$ cat config.mk
export PLATFORM = sky130hd
export DESIGN_NAME = sprite_renderer
export DESIGN_NICKNAME = d
export VERILOG_FILES = /design/src/rtl/sprite_pkg.sv /design/src/rtl/sprite_addr_gen.sv /design/src/rtl/sprite_renderer.sv
export SDC_FILE = /design/constraint.sdc
export NUM_CORES = 1
export LEC_CHECK = 0
export CORE_ASPECT_RATIO = 1.5
export CORE_UTILIZATION = 46
export CTS_CLUSTER_SIZE = 24
export DETAILED_ROUTE_END_ITERATION = 8
export PLACE_DENSITY = 0.76
export SYNTH_ARGS = -nofsm -noshare
export SYNTH_HDL_FRONTEND = slang
export SYNTH_SLANG_ARGS = --single-unit
$ cat constraint.sdc
create_clock -name Clk -period 3 [get_ports Clk]
set_clock_uncertainty 0.05 [all_clocks]
set_input_delay 0.6 -clock Clk [delete_from_list [all_inputs] [get_ports Clk]]
set_output_delay 0.6 -clock Clk [all_outputs]
set_load 0.005 [all_outputs]
$ cat src/rtl/sprite_pkg.sv
// Shared types and constants for the sprite rasteriser: FSM state encoding,
// visible-area limits and the packed RGB pixel type.
package sprite_pkg;

    localparam int H_VISIBLE = 640;
    localparam int V_VISIBLE = 480;

    typedef enum logic [2:0] {
        IDLE     = 3'd0,
        WAIT_ROW = 3'd1,
        WAIT_COL = 3'd2,
        DRAW     = 3'd3,
        LINE_END = 3'd4,
        DONE     = 3'd5
    } sprite_state_e;

    typedef struct packed {
        logic [7:0] r;
        logic [7:0] g;
        logic [7:0] b;
    } rgb_t;

endpackage

$ cat src/rtl/sprite_addr_gen.sv
// Sprite ROM address generator: column/replication/row counters plus a row base
// accumulator, so the address is base + col without any multiplier.
module sprite_addr_gen #(
    parameter int SPRITE_W = 16,
    parameter int SPRITE_H = 8,
    parameter int SCALE    = 1,
    parameter int ADDR_W   = $clog2(SPRITE_W * SPRITE_H)
) (
    input  logic              clk_i,
    input  logic              rst_ni,
    input  logic              clr_i,
    input  logic              step_i,
    input  logic              line_end_i,
    output logic [ADDR_W-1:0] addr_o,
    output logic              last_col_o,
    output logic              last_row_o
);

    localparam int CW = (SPRITE_W > 1) ? $clog2(SPRITE_W) : 1;
    localparam int HW = (SPRITE_H > 1) ? $clog2(SPRITE_H) : 1;
    localparam int RW = (SCALE > 1) ? $clog2(SCALE) : 1;

    logic [CW-1:0]     col_q, col_d;
    logic [RW-1:0]     hrep_q, hrep_d;
    logic [RW-1:0]     vrep_q, vrep_d;
    logic [HW-1:0]     row_q, row_d;
    logic [ADDR_W-1:0] base_q, base_d;

    logic col_end, hrep_end, vrep_end, row_end;

    assign col_end  = (col_q == CW'(SPRITE_W - 1));
    assign hrep_end = (hrep_q == RW'(SCALE - 1));
    assign vrep_end = (vrep_q == RW'(SCALE - 1));
    assign row_end  = (row_q == HW'(SPRITE_H - 1));

    assign addr_o     = base_q + ADDR_W'(col_q);
    assign last_col_o = col_end && hrep_end;
    assign last_row_o = row_end && vrep_end;

    always_comb begin
        col_d  = col_q;
        hrep_d = hrep_q;
        vrep_d = vrep_q;
        row_d  = row_q;
        base_d = base_q;
        if (clr_i) begin
            col_d  = '0;
            hrep_d = '0;
            vrep_d = '0;
            row_d  = '0;
            base_d = '0;
        end else if (step_i) begin
            if (hrep_end) begin
                hrep_d = '0;
                // Hold on the last column so col never exceeds SPRITE_W-1.
                if (!col_end) col_d = col_q + CW'(1);
            end else begin
                hrep_d = hrep_q + RW'(1);
            end
        end else if (line_end_i) begin
            col_d  = '0;
            hrep_d = '0;
            if (vrep_end) begin
                vrep_d = '0;
                // Base stays on the final row so it never wraps inside a frame.
                if (!row_end) begin
                    row_d  = row_q + HW'(1);
                    base_d = base_q + ADDR_W'(SPRITE_W);
                end
            end else begin
                vrep_d = vrep_q + RW'(1);
            end
        end
    end

    always_ff @(posedge clk_i or negedge rst_ni) begin
        if (!rst_ni) begin
            col_q  <= '0;
            hrep_q <= '0;
            vrep_q <= '0;
            row_q  <= '0;
            base_q <= '0;
        end else begin
            col_q  <= col_d;
            hrep_q <= hrep_d;
            vrep_q <= vrep_d;
            row_q  <= row_d;
            base_q <= base_d;
        end
    end

endmodule

$ cat src/rtl/sprite_renderer.sv
// Per-sprite rasteriser: frame-latched origin, scan FSM and a two-stage
// address/colour pipeline. Define SPRITE_TRANSPARENCY_EN to enable colour keying.
module sprite_renderer
    import sprite_pkg::*;
#(
    parameter int          SPRITE_W  = 16,
    parameter int          SPRITE_H  = 8,
    parameter int          SCALE     = 1,
    parameter int          ADDR_W    = $clog2(SPRITE_W * SPRITE_H),
    parameter logic [23:0] KEY_COLOR = 24'hFF00FF
) (
    input  logic              Clk,
    input  logic              Reset_n,
    input  logic              pix_ce,
    input  logic [9:0]        DrawX,
    input  logic [9:0]        DrawY,
    input  logic              enable,
    input  logic [9:0]        pos_x,
    input  logic [9:0]        pos_y,
    output logic [ADDR_W-1:0] rom_addr,
    input  logic [23:0]       rom_data,
    output logic              sprite_on,
    output logic [7:0]        sprite_R,
    output logic [7:0]        sprite_G,
    output logic [7:0]        sprite_B,
    output logic [2:0]        dbg_state_o
);

    sprite_state_e     state_q, state_d;
    logic [9:0]        lat_x_q, lat_y_q;
    logic [ADDR_W-1:0] rom_addr_q;
    logic              hit_q;
    logic              on_q;
    rgb_t              rgb_q;

    logic              frame_start;
    logic              draw_px;
    logic              line_end;
    logic [ADDR_W-1:0] gen_addr;
    logic              last_col;
    logic              last_row;
    logic              transparent;
    logic              opaque_hit;

    assign frame_start = pix_ce && (DrawX == 10'd0) && (DrawY == 10'd0);

    sprite_addr_gen #(
        .SPRITE_W (SPRITE_W),
        .SPRITE_H (SPRITE_H),
        .SCALE    (SCALE),
        .ADDR_W   (ADDR_W)
    ) u_addr_gen (
        .clk_i      (Clk),
        .rst_ni     (Reset_n),
        .clr_i      (frame_start),
        .step_i     (draw_px),
        .line_end_i (line_end),
        .addr_o     (gen_addr),
        .last_col_o (last_col),
        .last_row_o (last_row)
    );

    // draw_px marks a pixel inside the window, including the first one found
    // by WAIT_COL (or WAIT_ROW when the origin column is 0).
    always_comb begin
        state_d  = state_q;
        draw_px  = 1'b0;
        line_end = 1'b0;
        if (pix_ce) begin
            if (frame_start) begin
                state_d = enable ? WAIT_ROW : IDLE;
            end else begin
                case (state_q)
                    WAIT_ROW: begin
                        if (DrawY == lat_y_q) begin
                            state_d = WAIT_COL;
                            draw_px = (DrawX == lat_x_q);
                        end
                    end
                    WAIT_COL: draw_px = (DrawX == lat_x_q);
                    DRAW:     draw_px = 1'b1;
                    LINE_END: begin
                        line_end = 1'b1;
                        state_d  = last_row ? DONE : WAIT_COL;
                    end
                    default:  state_d = state_q;
                endcase
                if (draw_px) begin
                    state_d = (last_col || (DrawX == 10'(H_VISIBLE - 1))) ? LINE_END : DRAW;
                end
            end
        end
    end

    always_ff @(posedge Clk or negedge Reset_n) begin
        if (!Reset_n) begin
            state_q <= IDLE;
            lat_x_q <= '0;
            lat_y_q <= '0;
        end else begin
            state_q <= state_d;
            if (frame_start) begin
                lat_x_q <= pos_x;
                lat_y_q <= pos_y;
            end
        end
    end

`ifdef SPRITE_TRANSPARENCY_EN
    assign transparent = (rom_data == KEY_COLOR);
`else
    logic unused_key;
    assign unused_key  = ^KEY_COLOR;
    assign transparent = 1'b0;
`endif

    assign opaque_hit = hit_q && !transparent;

    // Stage 1 registers the address of pixel X; stage 2, one pix_ce later,
    // takes the ROM word that has settled in between.
    always_ff @(posedge Clk or negedge Reset_n) begin
        if (!Reset_n) begin
            rom_addr_q <= '0;
            hit_q      <= 1'b0;
            on_q       <= 1'b0;
            rgb_q      <= '0;
        end else if (pix_ce) begin
            hit_q <= draw_px;
            if (draw_px) rom_addr_q <= gen_addr;
            on_q  <= opaque_hit;
            rgb_q <= opaque_hit ? rgb_t'(rom_data) : '0;
        end
    end

    assign rom_addr    = rom_addr_q;
    assign sprite_on   = on_q;
    assign sprite_R    = rgb_q.r;
    assign sprite_G    = rgb_q.g;
    assign sprite_B    = rgb_q.b;
    assign dbg_state_o = state_q;

endmodule

Word level (Yosys, flattened, before mapping)
Index checks and enable logic that the tools add are counted.

Add/subtract/negate cells: 6. Eq/ne operators: 15. Muxes and demuxes: 40. Bitwise gates (word level): 2. Reductions and logical operators: 15.

Operators by type and width (count): $mux 7 (5); $mux 3 (10); $mux 24 (1); $eq 10x10->1 (2); $logic_not 10->1 (2); $mux 4 (5); $mux 1 (17); $eq 10x10->1 const B (1); $add 7x4->7 (1); $add 7x5->7 const B (1); $eq 3x2->1 const B (2); $eq 3x3->1 const B (2); $ne 2x2->1 const B (3); $ne 3x3->1 const B (2); $pmux 3 s2 (1); $reduce_and 3->1 (2); $add 4x1->4 const B (1); $eq 4x4->1 const B (1); $logic_and 1x1->1 (4); $ne 4x4->1 const B (1); $reduce_and 2->1 (2); $reduce_and 4->1 (1); $reduce_bool 4->1 (1); $add 3x1->3 const B (1); 7 further kinds (9).

Flip-flop bits (word level): 72. Input port bits: 68. Output and inout bits: 35. Logic and storage cells: 92.

Longest topological paths before layout
Word-level depth: 9. Mapped depth: 9. Depth with buffers taken out: 7.

Hierarchy
A second synthesis with hierarchy kept.

Cell total of the unflattened synthesis: 238. Area total of the unflattened synthesis: 3044.2 µm².

By module, submodules not included: sprite_renderer (times used 1, cells each 180, area an instance 2453.6 µm², sequential area each 1401.3 µm²); sprite_addr_gen (times used 1, cells each 58, area an instance 590.6 µm², sequential area each 250.2 µm²).

Worst setup path before layout
No wires, ideal clock.

Path kind: in2reg. From: input DrawX[8]. To: register rom_addr_q[0], in the netlist rom_addr[0]. Arrival: 2.321 ns. Data required time: 2.825 ns. Setup slack: 0.504 ns. Stages on the path: 6. Cells stage by stage: xor2_1 > or4_4 > nor4_4 > o2111a_4 > buf_12 > mux2_4.

Longest elaborated chain between the ends: 8.

Ends and longest elaborated chain: start: declaration (RTL line sprite_renderer.sv:15) `input logic [9:0] DrawX,`; $eq 10x10->1 (RTL line sprite_renderer.sv:77, sprite_renderer.sv:80); $mux 1 (RTL line sprite_renderer.sv:75) `if (DrawY == lat_y_q) begin`; $pmux 1 s3 (RTL line sprite_renderer.sv:73) `case (state_q)`; $mux 1 (RTL line sprite_renderer.sv:70) `if (frame_start) begin`; $mux 1 (RTL line sprite_renderer.sv:69) `if (pix_ce) begin`; $mux 1 (*) (RTL line sprite_renderer.sv:70); $mux 1 (*) (RTL line sprite_renderer.sv:69); $reduce_and 2->1 (no line) (*); end signal: assignment (RTL line sprite_renderer.sv:129) `if (draw_px) rom_addr_q <= gen_addr;`; end: declaration (RTL line sprite_renderer.sv:31) `logic [ADDR_W-1:0] rom_addr_q;`.

Every way passes the cells marked *; elsewhere a longest branch is shown, timed or not. The select of a mux whose other input is x is not followed. A chain may end at the register's enable or synchronous reset.

Final worst setup path
From: input DrawX[8]. To: register u_addr_gen.col_q[0].

Longest elaborated chain between the ends: 9.

Ends and longest elaborated chain: $eq 10x10->1 (RTL line sprite_renderer.sv:77, sprite_renderer.sv:80); $mux 1 (RTL line sprite_renderer.sv:75); $pmux 1 s3 (RTL line sprite_renderer.sv:73); $mux 1 (RTL line sprite_renderer.sv:70); $mux 1 (RTL line sprite_renderer.sv:69); $mux 1 (RTL line sprite_renderer.sv:70); $mux 1 (RTL line sprite_renderer.sv:69); $ne 3x3->1 (no line) (tied with other cells); $reduce_and 3->1 (no line) or $mux 4 (tied branches); end signal: assignment (RTL line sprite_addr_gen.sv:84) `col_q <= col_d;`; end: declaration (RTL line sprite_addr_gen.sv:23) `logic [CW-1:0] col_q, col_d;`.

Parallel ways exist; a longest one is shown, timed or not. The select of a mux whose other input is x is not followed.

==> results.md <==
* Status: finished clean
* Worst EP arrival at 2.88 ns
* Synth warnings at 0
* Worst hold path class: in -> async
* DRC at 0
* Root Buffer: clkbuf_8
* Worst r2r path cells at 6
* Top_reg_cell synth: dfrtp_1
* Max-Slew Margin vs Limit at 46.2%
* Max cap viols at 0
* Starting density of the core at 47.5%
* Synth-to-Final Area Change at 43.1%
* Clk buf depth at 2
* CTS tree: built
* Final setup fails at 0
* Critical R2R Launch: dbg_state_o[2]
* Cts bufs inserted at 9
* Synth Area per Inst at 10.2 sq um
* Post-layout minimum cycle time at 2.71 ns
* Vias in the first global route at 2,514
* Vias at 2,511
* Pwr/cell area at 423 mW/mm^2
* DR iter-0 viols at 116
* Hold Fails Final Rpt at 0
* Number of synthesized register bits at 66
* Final net count at 481
* CTS clock-pin slew for the worst setup and hold paths at 0.08 ns
* Total power at 1.87 mW
* Setup Buffers After CTS at 0
* CTS sink cnt at 66
* Post-Syn Instances at 302
* Sequential fraction of the synthesis area at 53.6%
* Die Width at 68.8 microns
* Fillers at 539
* RSZ-0062 raised after global routing: no
* Worst Setup SP: DrawX[8]
* GPL Wtd Cong at 0.830
* CP Max Fanout at 14
* R2R Path End: u_addr_gen.col_q[0]
* Final period utilization at 90.4%
* Vias/cell at 5.12
* Total wire length at 6910 microns
* Async SR Flop Fraction at 100%
* Leakage at 2.00 nW
* Hold_buf cts at 0
* Slowest cell on the critical path: or4_4
* Worst Tran Pin Value at 0.807 ns
* CP Cell Sequence: clkdlybuf4s50_1, xor2_1, or4_4, nor4_4, o2111a_4, a21oi_2, mux2_2
* Final ANT Viol Nets at 0
* Setup TNS at 0 ns
* Post-synthesis net count at 374
* Clk_lat worst skew at 0.33 ns
* Slew Viols, Final at 0
* H-tree levels at 3
* Die height at 102 microns
* Largest net degree at the start of global routing at 67
* Gr usage total at 21.6%
* Setup CP Type: in -> reg
* Mapped cell area at 0.00308 sq mm
* Die area at 0.00704 sq mm
* Kind of end point of the critical path: flip-flop
* CP Launch Type: input pin
* I/O pins at 103
* Core Region at 0.00649 sq mm
* Port Buf Inserts at 102
* Grt ovf at 0
* Hpwl dp at 5150 microns
* Fraction of final layout cells sized beyond drive strength 1 at 10.1%
* Initial antenna violation count at 0
* Post-CTS sizing at 0
* R2R Setup Slk at 0.58 ns
* Max rail drop VDD at 0.000258 V
* Diode count at 0
* WL per Instance at 14.1 microns
* Critical Path RT at 3.17 ns
* First-pass GRT wire length at 11,200 microns
* Maximum clock frequency at 369 MHz
* Rows at 36
* Distinct cell type count after synthesis at 38
* Initial DRT Pass Iterations at 4
* Post-synth EDFFs at 0
* Slowest cell delay on critical path at 0.55 ns
sequential cells by signal (all words and copies together), names as in the netlist:
name and count:
dbg_state_o 3, hit_q 1, lat_x_q 10, lat_y_q 10, rom_addr 7, sprite_B 8
sprite_G 8, sprite_R 8, sprite_on 1, u_addr_gen.base_q 3, u_addr_gen.col_q 4, u_addr_gen.row_q 3
worst max-delay path: cells and delay by family:
family	cells	cell delay, ns
AOI/OAI and AO/OA	2	0.50
xor gates and xnor gates	1	0.17
buffers and inverters	1	0.44
muxes	1	0.27
and+or+nand+nor	2	0.89
area by class of cell:
class	count	area [sq um]	share of cell area (%)
flip-flops and latches	66	1650	37.4
inverters	19	71.3	1.62
well taps	76	95.1	2.16
clock buffers	9	124	2.81
repair buffers	111	1080	24.6
clock inverters	7	101	2.30
multi-input cells	202	1280	29.1
logic make-up (layout without fill, tap and decap cells):
logic type,count (synthesis),in the layout,share of synthesized area [%]
muxes,14,14,5.68
AOI/OAI and AO/OA,40,40,9.54
adders and majority gates,4,4,1.62
buffers and inverters,34,146,4.75
and+or+nand+nor,119,119,17.7
xor gates and xnor gates,25,25,7.10
DFF,66,66,53.6
per-layer routing:
metal,routed length (microns),share of wire [%],track usage (%)
met5,0,0,0
met4,143,2.1,9.73
met3,316,4.6,3.68
met2,3690,53,36.7
met1,2760,40,26.0
how the worst max path moves through the flow:
stage,slack (ns),end,cells after the start
after detailed placement,-0.06,u_addr_gen.col_q[0],7
after global routing,0.21,u_addr_gen.col_q[0],7
after global placement,-0.02,u_addr_gen.col_q[0],7
after CTS,0.31,u_addr_gen.col_q[0],7
after floorplan,0.50,rom_addr[0],6
final,0.29,u_addr_gen.col_q[0],7
report_power, final:
group	switching, mW	internal [mW]	total (mW)	leakage [nW]
Sequential	0.00148	0.890	0.892	0.912
Combinational	0.0545	0.0939	0.148	0.983
Clock	0.352	0.473	0.825	0.106
layout by cell type, fill, tap and decap left out, types with 2 or more instances in the layout:
master	Yosys	routed
nand3_1	22	22
bufinv_16	0	2
xnor2_1	20	20
xor2_1	5	5
a21oi_2	2	2
inv_1	19	19
mux2i_1	4	4
clkdlybuf4s50_1	0	101
nor3_1	2	2
nor2_1	12	12
o211ai_1	2	2
nand4_1	6	6
a22o_1	11	11
buf_4	0	9
mux2_2	4	4
clkbuf_8	0	9
clkinvlp_4	0	2
a21o_1	2	2
ha_1	4	4
clkinv_4	0	2
mux2_4	6	6
nand2_1	65	65
nor4_1	3	3
dfrtp_1	66	66
and2_1	2	2
o21ai_0	15	15
stage by stage:
stage	util, %	setup slack [ns]	hold slack (ns)	instance area, sq um	cells
CTS	68.0	0.308	0.405	4410	490
finish	68.0	0.287	0.373	4410	490
floorplan	-	0.504	0.254	3080	302
global placement	64.5	-0.0235	0.418	4190	474
global route	68.0	0.206	0.439	4410	490
detailed placement	64.5	-0.0560	0.424	4190	474
synthesized netlist by cell type, types with 5 or more instances:
| cell type | count | area share (%) |
|---|---|---|
| o21ai_0 | 15 | 2.4 |
| inv_1 | 19 | 2.3 |
| nor2_1 | 12 | 1.5 |
| clkbuf_1 | 12 | 1.5 |
| mux2_4 | 6 | 2.9 |
| dfrtp_1 | 66 | 54 |
| xnor2_1 | 20 | 5.7 |
| xor2_1 | 5 | 1.4 |
| nand4_1 | 6 | 1.2 |
| a22o_1 | 11 | 3.1 |
| nand2_1 | 65 | 7.9 |
| nand3_1 | 22 | 3.6 |
Power figures use the tool's default switching activity.
